===== src/rtl/hazard_stall_ctrl_pkg.sv =====
// Shared MIPS opcode/funct constants, Tuse/Tnew encoding and hazard helpers
// for the D-stage stall controller.
package hazard_pkg;

   localparam logic [5:0] OP_RTYPE = 6'h00;
   localparam logic [5:0] OP_LW    = 6'h23;
   localparam logic [5:0] OP_SW    = 6'h2b;
   localparam logic [5:0] OP_BEQ   = 6'h04;
   localparam logic [5:0] OP_BNE   = 6'h05;
   localparam logic [5:0] OP_JAL   = 6'h03;
   localparam logic [5:0] OP_LUI   = 6'h0f;
   localparam logic [5:0] OP_ORI   = 6'h0d;
   localparam logic [5:0] OP_ADDIU = 6'h09;

   localparam logic [5:0] FN_MULT  = 6'h18;
   localparam logic [5:0] FN_MULTU = 6'h19;
   localparam logic [5:0] FN_DIV   = 6'h1a;
   localparam logic [5:0] FN_DIVU  = 6'h1b;
   localparam logic [5:0] FN_MFHI  = 6'h10;
   localparam logic [5:0] FN_MFLO  = 6'h12;
   localparam logic [5:0] FN_MTHI  = 6'h11;
   localparam logic [5:0] FN_MTLO  = 6'h13;
   localparam logic [5:0] FN_JR    = 6'h08;
   localparam logic [5:0] FN_JALR  = 6'h09;

   // Tuse/Tnew in cycles; T_NONE marks "not read" / "not written".
   typedef logic [1:0] tval_t;
   localparam tval_t T_NONE = 2'd3;

   // Register-register ALU group: add..nor, slt, sltu.
   function automatic logic is_r_alu(input logic [5:0] funct);
      return (funct[5:3] == 3'b100) || (funct[5:1] == 5'b10101);
   endfunction

   function automatic logic is_div_funct(input logic [5:0] funct);
      return (funct == FN_DIV) || (funct == FN_DIVU);
   endfunction

   // A producer still computing its result when the consumer needs it.
   function automatic logic raw_hit(input logic [4:0] dest, input tval_t tnew,
                                    input logic [4:0] src,  input tval_t tuse);
      return (dest != 5'd0) && (dest == src) && (tnew > tuse);
   endfunction

endpackage


===== src/rtl/hazard_stall_ctrl_instr_class.sv =====
// Decodes one instruction word into its register operands, Tuse/Tnew timing
// and multiply/divide class flags; instantiated once per pipeline stage.
module instr_class
   import hazard_pkg::*;
(
   input  logic [31:0] instr,
   output logic [4:0]  rs,
   output logic [4:0]  rt,
   output logic [4:0]  dest,
   output tval_t       tuse_rs,
   output tval_t       tuse_rt,
   output tval_t       tnew_e,
   output tval_t       tnew_m,
   output logic        is_md_start,
   output logic        is_md_any
);

   logic [5:0] opcode;
   logic [5:0] funct;

   assign opcode = instr[31:26];
   assign funct  = instr[5:0];

   always_comb begin
      // NOTE: every output gets a default first so no path leaves one unassigned (no latches).
      rs          = instr[25:21];
      rt          = instr[20:16];
      dest        = 5'd0;
      tuse_rs     = T_NONE;
      tuse_rt     = T_NONE;
      tnew_e      = T_NONE;
      tnew_m      = 2'd0;
      is_md_start = 1'b0;
      is_md_any   = 1'b0;

      case (opcode)
         OP_RTYPE: begin
            case (funct)
               FN_MULT, FN_MULTU, FN_DIV, FN_DIVU: begin
                  tuse_rs     = 2'd1;
                  tuse_rt     = 2'd1;
                  is_md_start = 1'b1;
                  is_md_any   = 1'b1;
               end
               FN_MFHI, FN_MFLO: begin
                  dest      = instr[15:11];
                  tnew_e    = 2'd1;
                  is_md_any = 1'b1;
               end
               FN_MTHI, FN_MTLO: begin
                  tuse_rs   = 2'd1;
                  is_md_any = 1'b1;
               end
               FN_JR: tuse_rs = 2'd0;
               FN_JALR: begin
                  tuse_rs = 2'd0;
                  dest    = instr[15:11];
                  tnew_e  = 2'd0;
               end
               default: begin
                  // Shifts (including the all-zero nop) fall outside this group.
                  if (is_r_alu(funct)) begin
                     tuse_rs = 2'd1;
                     tuse_rt = 2'd1;
                     dest    = instr[15:11];
                     tnew_e  = 2'd1;
                  end
               end
            endcase
         end
         OP_LW: begin
            tuse_rs = 2'd1;
            dest    = instr[20:16];
            tnew_e  = 2'd2;
            tnew_m  = 2'd1;
         end
         OP_SW: begin
            tuse_rs = 2'd1;
            tuse_rt = 2'd2;
         end
         OP_BEQ, OP_BNE: begin
            tuse_rs = 2'd0;
            tuse_rt = 2'd0;
         end
         OP_JAL: begin
            dest   = 5'd31;
            tnew_e = 2'd0;
         end
         OP_LUI: begin
            dest   = instr[20:16];
            tnew_e = 2'd1;
         end
         OP_ORI, OP_ADDIU: begin
            tuse_rs = 2'd1;
            dest    = instr[20:16];
            tnew_e  = 2'd1;
         end
         default: ;
      endcase
   end

endmodule


===== src/rtl/hazard_stall_ctrl.sv =====
// D-stage stall controller: Tuse/Tnew RAW detection against E and M plus a
// multiply/divide busy tracker; freezes F/D and bubbles E on a stall.
module hazard_stall_ctrl
   import hazard_pkg::*;
#(
   parameter int MULT_CYCLES = 5,
   parameter int DIV_CYCLES  = 10,
   parameter int CNT_W       = 4,
   parameter int MDU_EN      = 1
) (
   input  logic        Clk,
   input  logic        Reset,
   input  logic [31:0] IRD,
   input  logic [31:0] IRE,
   input  logic [31:0] IRM,
   output logic        PauseF,
   output logic        PauseD,
   output logic        ClearE,
   output logic        MdBusy
);

   logic [4:0] d_rs, d_rt, d_dest, e_rs, e_rt, e_dest, m_rs, m_rt, m_dest;
   tval_t      d_tuse_rs, d_tuse_rt, d_tnew_e, d_tnew_m;
   tval_t      e_tuse_rs, e_tuse_rt, e_tnew_e, e_tnew_m;
   tval_t      m_tuse_rs, m_tuse_rt, m_tnew_e, m_tnew_m;
   logic       d_start, d_md, e_start, e_md, m_start, m_md;
   logic       raw_stall, md_busy, stall;

   instr_class u_cls_d (
      .instr(IRD), .rs(d_rs), .rt(d_rt), .dest(d_dest),
      .tuse_rs(d_tuse_rs), .tuse_rt(d_tuse_rt), .tnew_e(d_tnew_e), .tnew_m(d_tnew_m),
      .is_md_start(d_start), .is_md_any(d_md)
   );

   instr_class u_cls_e (
      .instr(IRE), .rs(e_rs), .rt(e_rt), .dest(e_dest),
      .tuse_rs(e_tuse_rs), .tuse_rt(e_tuse_rt), .tnew_e(e_tnew_e), .tnew_m(e_tnew_m),
      .is_md_start(e_start), .is_md_any(e_md)
   );

   instr_class u_cls_m (
      .instr(IRM), .rs(m_rs), .rt(m_rt), .dest(m_dest),
      .tuse_rs(m_tuse_rs), .tuse_rt(m_tuse_rt), .tnew_e(m_tnew_e), .tnew_m(m_tnew_m),
      .is_md_start(m_start), .is_md_any(m_md)
   );

   // Each stage only needs part of its decode; the rest is deliberately dropped.
   logic unused_bits;
   assign unused_bits = ^{d_dest, d_tnew_e, d_tnew_m, d_start,
                          e_rs, e_rt, e_tuse_rs, e_tuse_rt, e_tnew_m, e_md,
                          m_rs, m_rt, m_tuse_rs, m_tuse_rt, m_tnew_e, m_start, m_md};

   assign raw_stall = raw_hit(e_dest, e_tnew_e, d_rs, d_tuse_rs)
                    | raw_hit(e_dest, e_tnew_e, d_rt, d_tuse_rt)
                    | raw_hit(m_dest, m_tnew_m, d_rs, d_tuse_rs)
                    | raw_hit(m_dest, m_tnew_m, d_rt, d_tuse_rt);

   generate
      if (MDU_EN != 0) begin : g_mdu
         localparam logic [CNT_W-1:0] MULT_LOAD = CNT_W'(MULT_CYCLES);
         localparam logic [CNT_W-1:0] DIV_LOAD  = CNT_W'(DIV_CYCLES);

         logic [CNT_W-1:0] cnt;

         // A start in E always reloads, so the newest operation defines the wait.
         always_ff @(posedge Clk) begin
            // NOTE: reset is sampled on the clock edge here; state updates use <= only.
            if (!Reset) begin
               cnt <= '0;
            end else if (e_start) begin
               cnt <= is_div_funct(IRE[5:0]) ? DIV_LOAD : MULT_LOAD;
            end else if (cnt != '0) begin
               cnt <= cnt - 1'b1;
            end
         end

         assign md_busy = e_start | (cnt != '0);
      end else begin : g_no_mdu
         logic unused_start;
         assign unused_start = e_start;
         assign md_busy      = 1'b0;
      end
   endgenerate

   assign stall  = Reset & (raw_stall | (md_busy & d_md));
   assign PauseF = stall;
   assign PauseD = stall;
   assign ClearE = stall;
   assign MdBusy = Reset & md_busy;

endmodule


===== config.mk =====
export PLATFORM = sky130hd
export DESIGN_NAME = hazard_stall_ctrl
export DESIGN_NICKNAME = d
export VERILOG_FILES = /design/src/rtl/hazard_stall_ctrl_pkg.sv /design/src/rtl/hazard_stall_ctrl_instr_class.sv /design/src/rtl/hazard_stall_ctrl.sv
export SDC_FILE = /design/constraint.sdc
export NUM_CORES = 1
export LEC_CHECK = 0
export CORE_ASPECT_RATIO = 1.75
export CORE_MARGIN = 4
export CORE_UTILIZATION = 35
export DETAILED_ROUTE_END_ITERATION = 12
export PLACE_DENSITY = 0.8
export SLEW_MARGIN = 15
export SYNTH_ARGS = -nofsm -noshare
export SYNTH_HDL_FRONTEND = slang
export SYNTH_SLANG_ARGS = --single-unit

===== constraint.sdc =====
create_clock -name Clk -period 4.5 [get_ports Clk]
set_clock_uncertainty 0.2 [all_clocks]
set_input_delay 0.675 -clock Clk [delete_from_list [all_inputs] [get_ports Clk]]
set_output_delay 0.675 -clock Clk [all_outputs]
set_load 0.02 [all_outputs]

==> results of run 1 <==
layout by cell type, fill, tap and decap left out, drive strengths merged, types with 2 or more instances in the layout:
cell type and count:
o21a 2, nor4bb 2, o21ai 13, a32oi 2, clkbuf 3, o2bb2ai 2
clkdlybuf4s50 67, nor3b 3, and2 5, xnor2 14, inv 10, o311ai 2
a31o 3, nor4 9, or3 3, dfxtp 4, a31oi 8, nand3 2
a22o 2, and3b 2, nor3 7, ha 8, mux2 2, nand2 18
nand2b 5, and3 2, a21oi 11, nor2 11, nor2b 7, nand4 3
a22oi 3, a221oi 3, a211oi 6, buf 35, o211ai 3, or2b 2
metrics by stage:
stage / hold slack, ns / worst slack, ns / TNS [ns] / instances / util [%]
floorplan: 0.340 / 0.206 / 0 / 202 / -
global placement: 0.377 / -0.352 / -1.05 / 345 / 60.8
detailed placement: 0.373 / -0.370 / -1.11 / 345 / 60.8
CTS: 0.385 / 0.00719 / 0 / 348 / 62.1
global route: 0.422 / -0.00548 / -0.00815 / 349 / 63.2
finish: 0.384 / 0.194 / 0 / 349 / 63.2
path summary, 6_finish.rpt:
check          startpoint      endpoint  slack (ns)  cells past startpoint
max                IRE[4]        ClearE        0.19                     12
min          g_mdu.cnt[3]  g_mdu.cnt[3]        0.38                      2
min reg2reg  g_mdu.cnt[3]  g_mdu.cnt[3]        0.38                      2
max reg2reg  g_mdu.cnt[0]  g_mdu.cnt[1]        2.82                      6
repair_timing:
item	CTS	global route
endpoints found under the setup margin	3	3
pin swaps	0	4
buffers inserted	0	1
hold buffers	0	0
endpoints found under the hold margin	0	0
gates resized for setup	5	20
area by class of cell:
cell class / instances / area [sq um]
fill: 375 / 1460
multi-input combinational: 181 / 1350
timing repair buffer: 103 / 946
sequential: 4 / 80.1
tap: 48 / 60.1
clock buffer: 3 / 41.3
inverter: 10 / 37.5
logic make-up (layout without fill, tap and decap cells):
family / after synthesis / after routing
adder cells (fa/ha/maj): 8 / 8
flip-flops: 4 / 4
AND/OR/NAND/NOR: 89 / 89
multiplexers: 3 / 3
AO/OA/AOI/OAI: 66 / 66
XOR/XNOR: 15 / 15
buffers and inverters: 17 / 116
synthesized netlist by cell type, drive strengths merged, types with 3 or more instances:
cell type | n | area share (%)
a211oi | 6 | 3.1
a21oi | 11 | 3.8
a221oi | 3 | 1.8
a22oi | 3 | 1.5
a31o | 3 | 1.8
a31oi | 8 | 7.3
and2 | 5 | 2.1
buf | 7 | 3.3
dfxtp | 4 | 5.5
ha | 8 | 6.8
inv | 10 | 2.6
nand2 | 18 | 4.6
nand2b | 5 | 2.1
nand4 | 3 | 1.3
nor2 | 11 | 2.8
nor2b | 7 | 3.0
nor3 | 7 | 2.7
nor3b | 3 | 1.9
nor4 | 9 | 4.3
o211ai | 3 | 1.5
o21ai | 13 | 4.4
or3 | 3 | 1.3
xnor2 | 14 | 8.4
worst register-to-register path, cell delays in order, from the launching register on:
cell	delay [ns]
dfxtp_1	0.32
inv_1	0.09
ha_1	0.15
nor3b_1	0.41
o21ai_0	0.16
mux2i_1	0.17
nor2_1	0.06
metal layers:
layer | vias up | share of wire, % | global-route usage, %
li1 | 983 | - | -
met1 | 881 | 31 | 14.4
met2 | 84 | 61 | 41.3
met3 | 18 | 5.2 | 2.21
met4 | 0 | 2.6 | 6.58
met5 | - | 0 | 0
power by group:
| group | internal, mW | switching (mW) | leakage, nW |
|---|---|---|---|
| Clock | 0.0570 | 0.0182 | 0.0216 |
| Combinational | 0.147 | 0.114 | 0.890 |
| Sequential | 0.0487 | 0.00991 | 0.0331 |
==> impl_metrics.yaml, run 1 <==
status:
  run_status: "finished, final reports clean"
logic_synthesis:
  async_flop_share_pct: 0
  yosys-mux-area-fraction_pct: 2.22
  seq_area_frac_synth_pct: 5.46
  synth_seq_cells: 4
  syn_area_sq_mm: 0.00147
  synth-simple-area-share_pct: 35.9
  synthAdderAreaFrac_pct: 6.83
  avgSynthCellArea_sq_um: 7.26
  synth_ff_type: "dfxtp_1"
  synth_cell_type_count: 58
  synth_compound_area_share_pct: 34.7
  syn_inst: 202
  synth_top_family_by_area: "simple AND/OR/NAND/NOR gates"
  yosysWarnings: 0
  synth_xor_area_share_pct: 8.96
  synth_edf_count: 0
  synth_fp_nets: 308
cells_and_area:
  layout.nets: 409
  drive_gt1_share_pct: 19.9
  largest-register: "g_mdu.cnt"
  n_antenna_cell: 0
  final_area_sq_mm: 0.00252
  top_regs: "g_mdu.cnt x4"
  largest_reg_flops: 4
  area_growth_syn_to_layout_pct: 71.6
worst_setup_path:
  crit_fanout: 6
  path_common_cell: "buf_4"
  cp.arrival_ns: 3.43
  path_delay_family: "buffers and inverters"
  crit_path_end_kind: "primary output"
  worstSetupStartpointType: "input port"
  path_cells: "clkdlybuf4s50_1, or2b_1, a21oi_1, or3_1, buf_4, buf_4, a31oi_2, xnor2_1, nor4_1, a32oi_1, o311ai_2, buf_4"
  crit_slowest_cell: "clkdlybuf4s50_1"
  critPathKind: "input port to primary output"
  cp.required_ns: 3.62
  max_stage_delay_ns: 0.56
  path_buf_inv: 4
cts:
  clk_path_buf_depth: 2
  clock-sinks: 4
  cts_inserted_buffers: 3
  h-tree-depth: 1
  tritoncts: "done"
  clk_latency_ns: 0.22
  cts-root-buf: "clkbuf_8"
  clk_pin_slew_ns: 0.03
placement:
  gp_congestion: 0.957
  port_buffers: 71
  dpl.hpwl_microns: 4440
  dpl_cell_area_sq_mm: 0.00242
die:
  row_count: 30
  pin_count: 102
  dieArea_sq_mm: 0.00533
  initial_core_util_pct: 36.9
  core_area_sq_mm: 0.00398
  fp.dieW_microns: 56.9
  fp.dieH_microns: 93.6
power_and_ir_drop:
  ir_drop_uv: 149
  p_total_mw: 0.394
  power.density_mw_per_mm2: 157
  leakage_nw: 0.945
detailed_routing:
  initialDrtViolationCount: 48
  wl_microns: 5070
  first_pass_iters: 4
  drc: 0
  viasPerCell: 5.63
  wl_per_cell_microns: 14.5
  ant_nets: 0
  num_vias: 1966
global_routing:
  grt_pass1_vias: 2045
  grt_pass1_wl_microns: 8000
  grt_max_degree: 11
  grt_remaining_overflow: 0
  grt_antenna_before_repair: 0
  grt_usage_pct: 18.3
sta:
  min_period_ns: 4.31
  worstMarginPinSlew_ns: 0.494
  fin_crit_sh_pct: 95.7
  max_freq_mhz: 232
  setup_viol: 0
  hold_viol_final: 0
  maxSlewViolCount: 0
  max_slew_margin_pct: 66.2
min_path:
  hold_class: "flop to flop"
job:
  maxCapViolCount: 0
Note: power is estimated with default switching activity, not from simulation.
==> inputs of run 2 (changes only) <==
ABC_AREA = 1   (was default)
PLACE_DENSITY = 0.74   (was 0.8)
==> run 2 against run 1 <==
Net effect:
- critical path depth up 8
- critical path type unchanged
- combinational power shrank 7.7%
- utilization shrank 9.5 points
- highest routed layer unchanged
- via count is 6.3% higher
- register-to-register slack better by 0.22 ns
- cell count is 28% higher
- flip-flop and latch count stayed put
- wire length is 9.3% lower
- maximum frequency is 2.8% higher
- die area is 12% higher
- cell area down 0.35%
- clock-buffer cell count is the same
==> impl_metrics.yaml, run 2 <==
min_path:
  holdPathStages: 2
  hold_class: "flop to flop"
  worstHoldEndpoint: "g_mdu.cnt[0]"
  min_from: "g_mdu.cnt[0]"
sta:
  hold_viol_final: 0
  setup_tns_ns: 0
  worstMarginPinSlew_ns: 0.271
  timing.hold.ws_ns: 0.314
  setup_viol: 0
  rsz0062_at_grt: "no"
  min_period_ns: 4.19
  max_slew_margin_pct: 81.8
  max_freq_mhz: 239
  setup_slack_ns: 0.312
  fin_crit_sh_pct: 93.1
  maxSlewViolCount: 0
logic_synthesis:
  seq_area_frac_synth_pct: 4.79
  yosysWarnings: 0
  async_flop_share_pct: 0
  synth_seq_cells: 4
  synth_top_area_cell: "nand2_1"
  synth.top_cells.by_area: "nand2_1 (20%), inv_1 (12%), nor2_1 (12%)"
  synth_edf_count: 0
  synth.top_cell.area_share_pct: 19.8
  post-synth-top-count-cell: "nand2_1"
  synth_ff_type: "dfxtp_1"
  syn_area_sq_mm: 0.00167
  synth_fp_nets: 424
  synth_common_cells: "nand2_1 (88), inv_1 (55), nor2_1 (53)"
  syn_inst: 318
  synth_cell_type_count: 31
  avgSynthCellArea_sq_um: 5.26
detailed_routing:
  num_vias: 2090
  wl_microns: 4600
  ant_nets: 0
  wl_per_cell_microns: 10.3
  viasPerCell: 4.68
  first_pass_iters: 4
  initialDrtViolationCount: 43
  drc: 0
worst_setup_path:
  cp.arrival_ns: 3.31
  reg2reg_depth: 6
  cp.required_ns: 3.62
  r2r-end: "g_mdu.cnt[2]"
  worstReg2RegStart: "g_mdu.cnt[0]"
  worstSetupStartpointType: "input port"
  crit_path_end_kind: "primary output"
  critPathKind: "input port to primary output"
  rrSetupSlack_ns: 3.04
  crit_fanout: 3
placement:
  gp_congestion: 0.883
  pre_cts_slack_ns: 0.000291
  port_buffers: 71
  dpl.hpwl_microns: 4220
  dp_cells: 444
  dpl_cell_area_sq_mm: 0.00247
cts:
  hold_buffers: 0
  clk_pin_slew_ns: 0.03
  cts_inserted_buffers: 3
  h-tree-depth: 1
  clk_path_buf_depth: 2
  tritoncts: "done"
  clock-sinks: 4
  cts-root-buf: "clkbuf_8"
  clk_latency_ns: 0.21
die:
  initial_core_util_pct: 35.8
  fp.dieW_microns: 60.2
  dieArea_sq_mm: 0.00599
  pin_count: 102
  core_area_sq_mm: 0.00467
  row_count: 33
  fp.dieH_microns: 99.4
power_and_ir_drop:
  p_switching_mw: 0.143
  p_int_mw: 0.227
  pwr-share-clk_pct: 19.7
  power.density_mw_per_mm2: 147
  p_total_mw: 0.370
  seq_power_share_pct: 15.2
  leakage_nw: 1.35
  switching_share_pct: 38.6
  power_frac_comb_pct: 65.1
  ir_drop_uv: 258
cells_and_area:
  final_cell_mix: "nand2_1 (88), clkdlybuf4s50_1 (68), inv_1 (55), nor2_1 (53), nand3_1 (36)"
  largest_reg_flops: 4
  drive_gt1_share_pct: 13.7
  fillers: 494
  fin_cells: 447
  layout.nets: 503
  final_area_sq_mm: 0.00251
  final_common_cell: "nand2_1"
  area_growth_syn_to_layout_pct: 50.0
  largest-register: "g_mdu.cnt"
  n_antenna_cell: 0
  top_regs: "g_mdu.cnt x4"
  final_core_util_pct: 53.7
global_routing:
  grt_pass1_vias: 2039
  grt_antenna_before_repair: 0
  grt_max_degree: 9
  grt_pass1_wl_microns: 7510
  grt_remaining_overflow: 0
  grt_usage_pct: 15.5
status:
  run_status: "finished, final reports clean"
job:
  maxCapViolCount: 0
## run 2: cell types whose count changed after synthesis, moves of 13 or more
cell     delta
nand2_2    +13
nand3_1    +34
inv_1      +45
nor2_1     +42
xnor2_1    -14
nand2_1    +70
## run 2: logic make-up (layout without fill, tap and decap cells)
family,Yosys count,count (layout),share of synthesized area (%)
AND/OR/NAND/NOR,221,221,63.6
buffers and inverters,61,138,14.1
AO/OA/AOI/OAI,22,22,10.4
adder cells (fa/ha/maj),8,8,5.99
flip-flops,4,4,4.79
XOR/XNOR,2,2,1.05
## run 2: worst max path at each step
stage | start | slack (ns) | end | cells past startpoint
detailed placement | IRD[31] | 0.0003 | PauseD | 20
global route | IRD[27] | 0.02 | PauseD | 22
CTS | IRD[31] | 0.26 | PauseD | 20
finish | IRD[31] | 0.31 | PauseD | 20
floorplan | IRD[27] | 1.02 | PauseD | 18
global placement | IRD[31] | 0.01 | ClearE | 20
## run 2: routing by layer
| layer | global-route usage, % | part of all wire [%] |
|---|---|---|
| met5 | 0 | 0 |
| met4 | 6.14 | 3.6 |
| met3 | 1.17 | 5.0 |
| met2 | 33.3 | 58 |
| met1 | 13.0 | 33 |
## run 2: cell type report
| cell class | count | area [sq um] | area share (%) |
|---|---|---|---|
| Clock buffer | 3 | 41.3 | 1.65 |
| Sequential cell | 4 | 80.1 | 3.19 |
| Inverter | 59 | 221 | 8.83 |
| Multi-Input combinational cell | 253 | 1360 | 54.0 |
| Timing Repair Buffer | 76 | 744 | 29.7 |
| Tap cell | 52 | 65.1 | 2.59 |
## run 2: critical path, stage by stage
cell	delay, ns
clkdlybuf4s50_1	0.49
inv_1	0.04
nor2_1	0.11
nand2_1	0.06
nor2_1	0.09
nor2_1	0.06
nand3_1	0.08
nand3_1	0.10
ha_1	0.30
or2_2	0.29
nor2_1	0.10
nand2_1	0.06
nor2_1	0.11
nand3_1	0.09
nand2_1	0.07
nand2_1	0.06
nand3_1	0.07
nand2_1	0.05
inv_1	0.07
dlygate4sd2_1	0.34
## run 2: timing repair
action                                  4_1_cts  5_1_grt
gates resized for setup                       3        0
setup buffers                                 0        0
endpoints found under the setup margin        3        0
## run 2: power groups by stage
stage | Combinational (mW) | Sequential (mW) | Clock (mW)
floorplan | 0.138 | 0.0550 | 0
global placement | 0.239 | 0.0567 | 0
detailed placement | 0.242 | 0.0569 | 0
CTS | 0.244 | 0.0564 | 0.0754
global route | 0.272 | 0.0583 | 0.0787
finish | 0.241 | 0.0562 | 0.0727
==> inputs of run 3 (changes only) <==
CORE_UTILIZATION = 38   (was 35)
PLACE_DENSITY = 0.8   (was 0.74)
REMOVE_ABC_BUFFERS = 1   (was default)
==> run 3 against run 2 <==
Net effect:
- worst setup slack worse by 0.022 ns
- register-to-register slack better by 0.04 ns
- clock power up 6.7%
- largest cell class unchanged
- flip-flop and latch count unchanged
- critical path depth unchanged
- non-clock buffer count down 1
- highest routed layer unchanged
- utilization up 5.8 points
- wire length up 1.9%
- critical endpoint unchanged
==> impl_metrics.yaml, run 3 (synthesis results as in run 2) <==
cts:
  postCtsSetupRepairBufs: 0
  clk_latency_ns: 0.22
  cts_inserted_buffers: 3
  cts-root-buf: "clkbuf_8"
  tritoncts: "done"
  h-tree-depth: 1
  clock-sinks: 4
  clk_pin_slew_ns: 0.03
  hold_buffers: 0
  clk_path_buf_depth: 2
power_and_ir_drop:
  p_int_mw: 0.227
  leakage_nw: 1.34
  ir_drop_uv: 215
  pwr-share-clk_pct: 20.7
  power.density_mw_per_mm2: 150
  seq_power_share_pct: 15.0
  switching_share_pct: 39.4
  power_frac_comb_pct: 64.3
  p_total_mw: 0.375
  p_switching_mw: 0.148
min_path:
  min_from: "g_mdu.cnt[0]"
  holdPathStages: 2
  hold_class: "flop to flop"
  worstHoldEndpoint: "g_mdu.cnt[0]"
worst_setup_path:
  max_stage_delay_ns: 0.50
  crit_fanout: 3
  cp.required_ns: 3.62
  path_buf_inv: 4
  rrSetupSlack_ns: 3.08
  path_cells: "clkdlybuf4s50_1, inv_1, nor2_1, nand2_1, nor2_1, nor2_1, nand3_1, nand3_1, ha_1, or2_2, nor2_1, nand2_1, nor2_1, nand3_1, nand2_1, nand2_1, nand3_1, nand2_1, inv_1, dlygate4sd2_1"
  worstReg2RegStart: "g_mdu.cnt[0]"
  path_delay_family: "simple AND/OR/NAND/NOR gates"
  crit_slowest_cell: "clkdlybuf4s50_1"
  crit_path_end_kind: "primary output"
  r2r-end: "g_mdu.cnt[1]"
  worstSetupStartpointType: "input port"
  cp.arrival_ns: 3.33
  critPathKind: "input port to primary output"
  reg2reg_depth: 6
cells_and_area:
  fillers: 415
  area_growth_syn_to_layout_pct: 49.3
  largest-register: "g_mdu.cnt"
  final_common_cell: "nand2_1"
  layout.nets: 502
  final_core_util_pct: 59.6
  largest_reg_flops: 4
  top_regs: "g_mdu.cnt x4"
  drive_gt1_share_pct: 13.5
  n_antenna_cell: 0
  final_cell_mix: "nand2_1 (88), clkdlybuf4s50_1 (68), inv_1 (55), nor2_1 (53), nand3_1 (36)"
detailed_routing:
  initialDrtViolationCount: 38
  drc: 0
  wl_per_cell_microns: 10.6
  wl_microns: 4690
  num_vias: 2113
  viasPerCell: 4.77
  first_pass_iters: 4
  ant_nets: 0
global_routing:
  grt_remaining_overflow: 0
  grt_pass1_wl_microns: 7490
  grt_max_degree: 9
  grt_antenna_before_repair: 0
  grt_usage_pct: 16.6
  grt_pass1_vias: 2010
die:
  fp.dieH_microns: 95.7
  dieArea_sq_mm: 0.00557
  pin_count: 102
  core_area_sq_mm: 0.00419
  fp.dieW_microns: 58.1
  initial_core_util_pct: 39.9
  row_count: 31
sta:
  setup_viol: 0
  setup_slack_ns: 0.290
  maxSlewViolCount: 0
  fin_crit_sh_pct: 93.5
  min_period_ns: 4.21
  hold_viol_final: 0
  setup_tns_ns: 0
  rsz0062_at_grt: "no"
  max_freq_mhz: 238
  max_slew_margin_pct: 81.6
  worstMarginPinSlew_ns: 0.275
placement:
  port_buffers: 71
  dpl.hpwl_microns: 4270
  gp_congestion: 0.851
  pre_cts_slack_ns: -0.0177
status:
  run_status: "finished, final reports clean"
job:
  maxCapViolCount: 0
==> run 3: cell count changes in the layout (fill, tap and decap cells not counted), sizes merged <==
cell,previous run,this run
buf,5,4
==> run 3: power groups by stage <==
stage | registers (mW) | clock network (mW) | logic, mW
detailed placement | 0.0568 | 0 | 0.240
global placement | 0.0564 | 0 | 0.237
finish | 0.0563 | 0.0776 | 0.241
floorplan | 0.0550 | 0 | 0.138
global route | 0.0580 | 0.0790 | 0.272
CTS | 0.0563 | 0.0796 | 0.243
==> run 3: repair_timing <==
action                                  4_1_cts  5_1_grt
endpoints found under the setup margin        3        0
hold endpoints to repair                      0        0
gates resized for setup                       3        0
==> run 3: area by class of cell <==
type	count	area, sq um	share of cell area, %
multi-input cells	253	1360	54.3
repair buffers	75	737	29.5
inverters	59	221	8.87
flip-flops and latches	4	80.1	3.21
well taps	49	61.3	2.46
clock buffers	3	41.3	1.65
==> run 3: tightest hold or removal path: cells and delay by family (launching register included) <==
family | cells | cell delay (ns)
compound gates | 1 | 0.08
flops | 1 | 0.32
simple gates | 1 | 0.08
==> run 3: worst max-delay path by stage <==
stage            start  endpoint  slack, ns  cells past startpoint
3_5_place_dp   IRD[31]    ClearE      -0.02                     20
5_1_grt        IRD[31]    PauseD       0.04                     20
3_3_place_gp   IRD[31]    PauseD       0.04                     20
6_report       IRD[31]    PauseD       0.29                     20
4_1_cts        IRD[31]    ClearE       0.26                     20
2_1_floorplan  IRD[27]    ClearE        1.0                     17
==> run 3: stage by stage <==
| stage | hold WS, ns | instance area (sq um) | instances |
|---|---|---|---|
| 2_1_floorplan | 0.279 | 1660 | 316 |
| 3_5_place_dp | 0.313 | 2460 | 440 |
| 4_1_cts | 0.324 | 2500 | 443 |
| 3_3_place_gp | 0.306 | 2460 | 440 |
| 5_1_grt | 0.360 | 2500 | 443 |
| 6_report | 0.327 | 2500 | 443 |
==> run 3: metal layers <==
metal | vias to the layer above | GRT usage, % | wire length [microns]
met1 | 910 | 13.6 | 1540
met5 | - | 0 | 0
met3 | 9 | 1.61 | 222
li1 | 1146 | - | -
met4 | 0 | 6.58 | 148
met2 | 48 | 37.1 | 2770
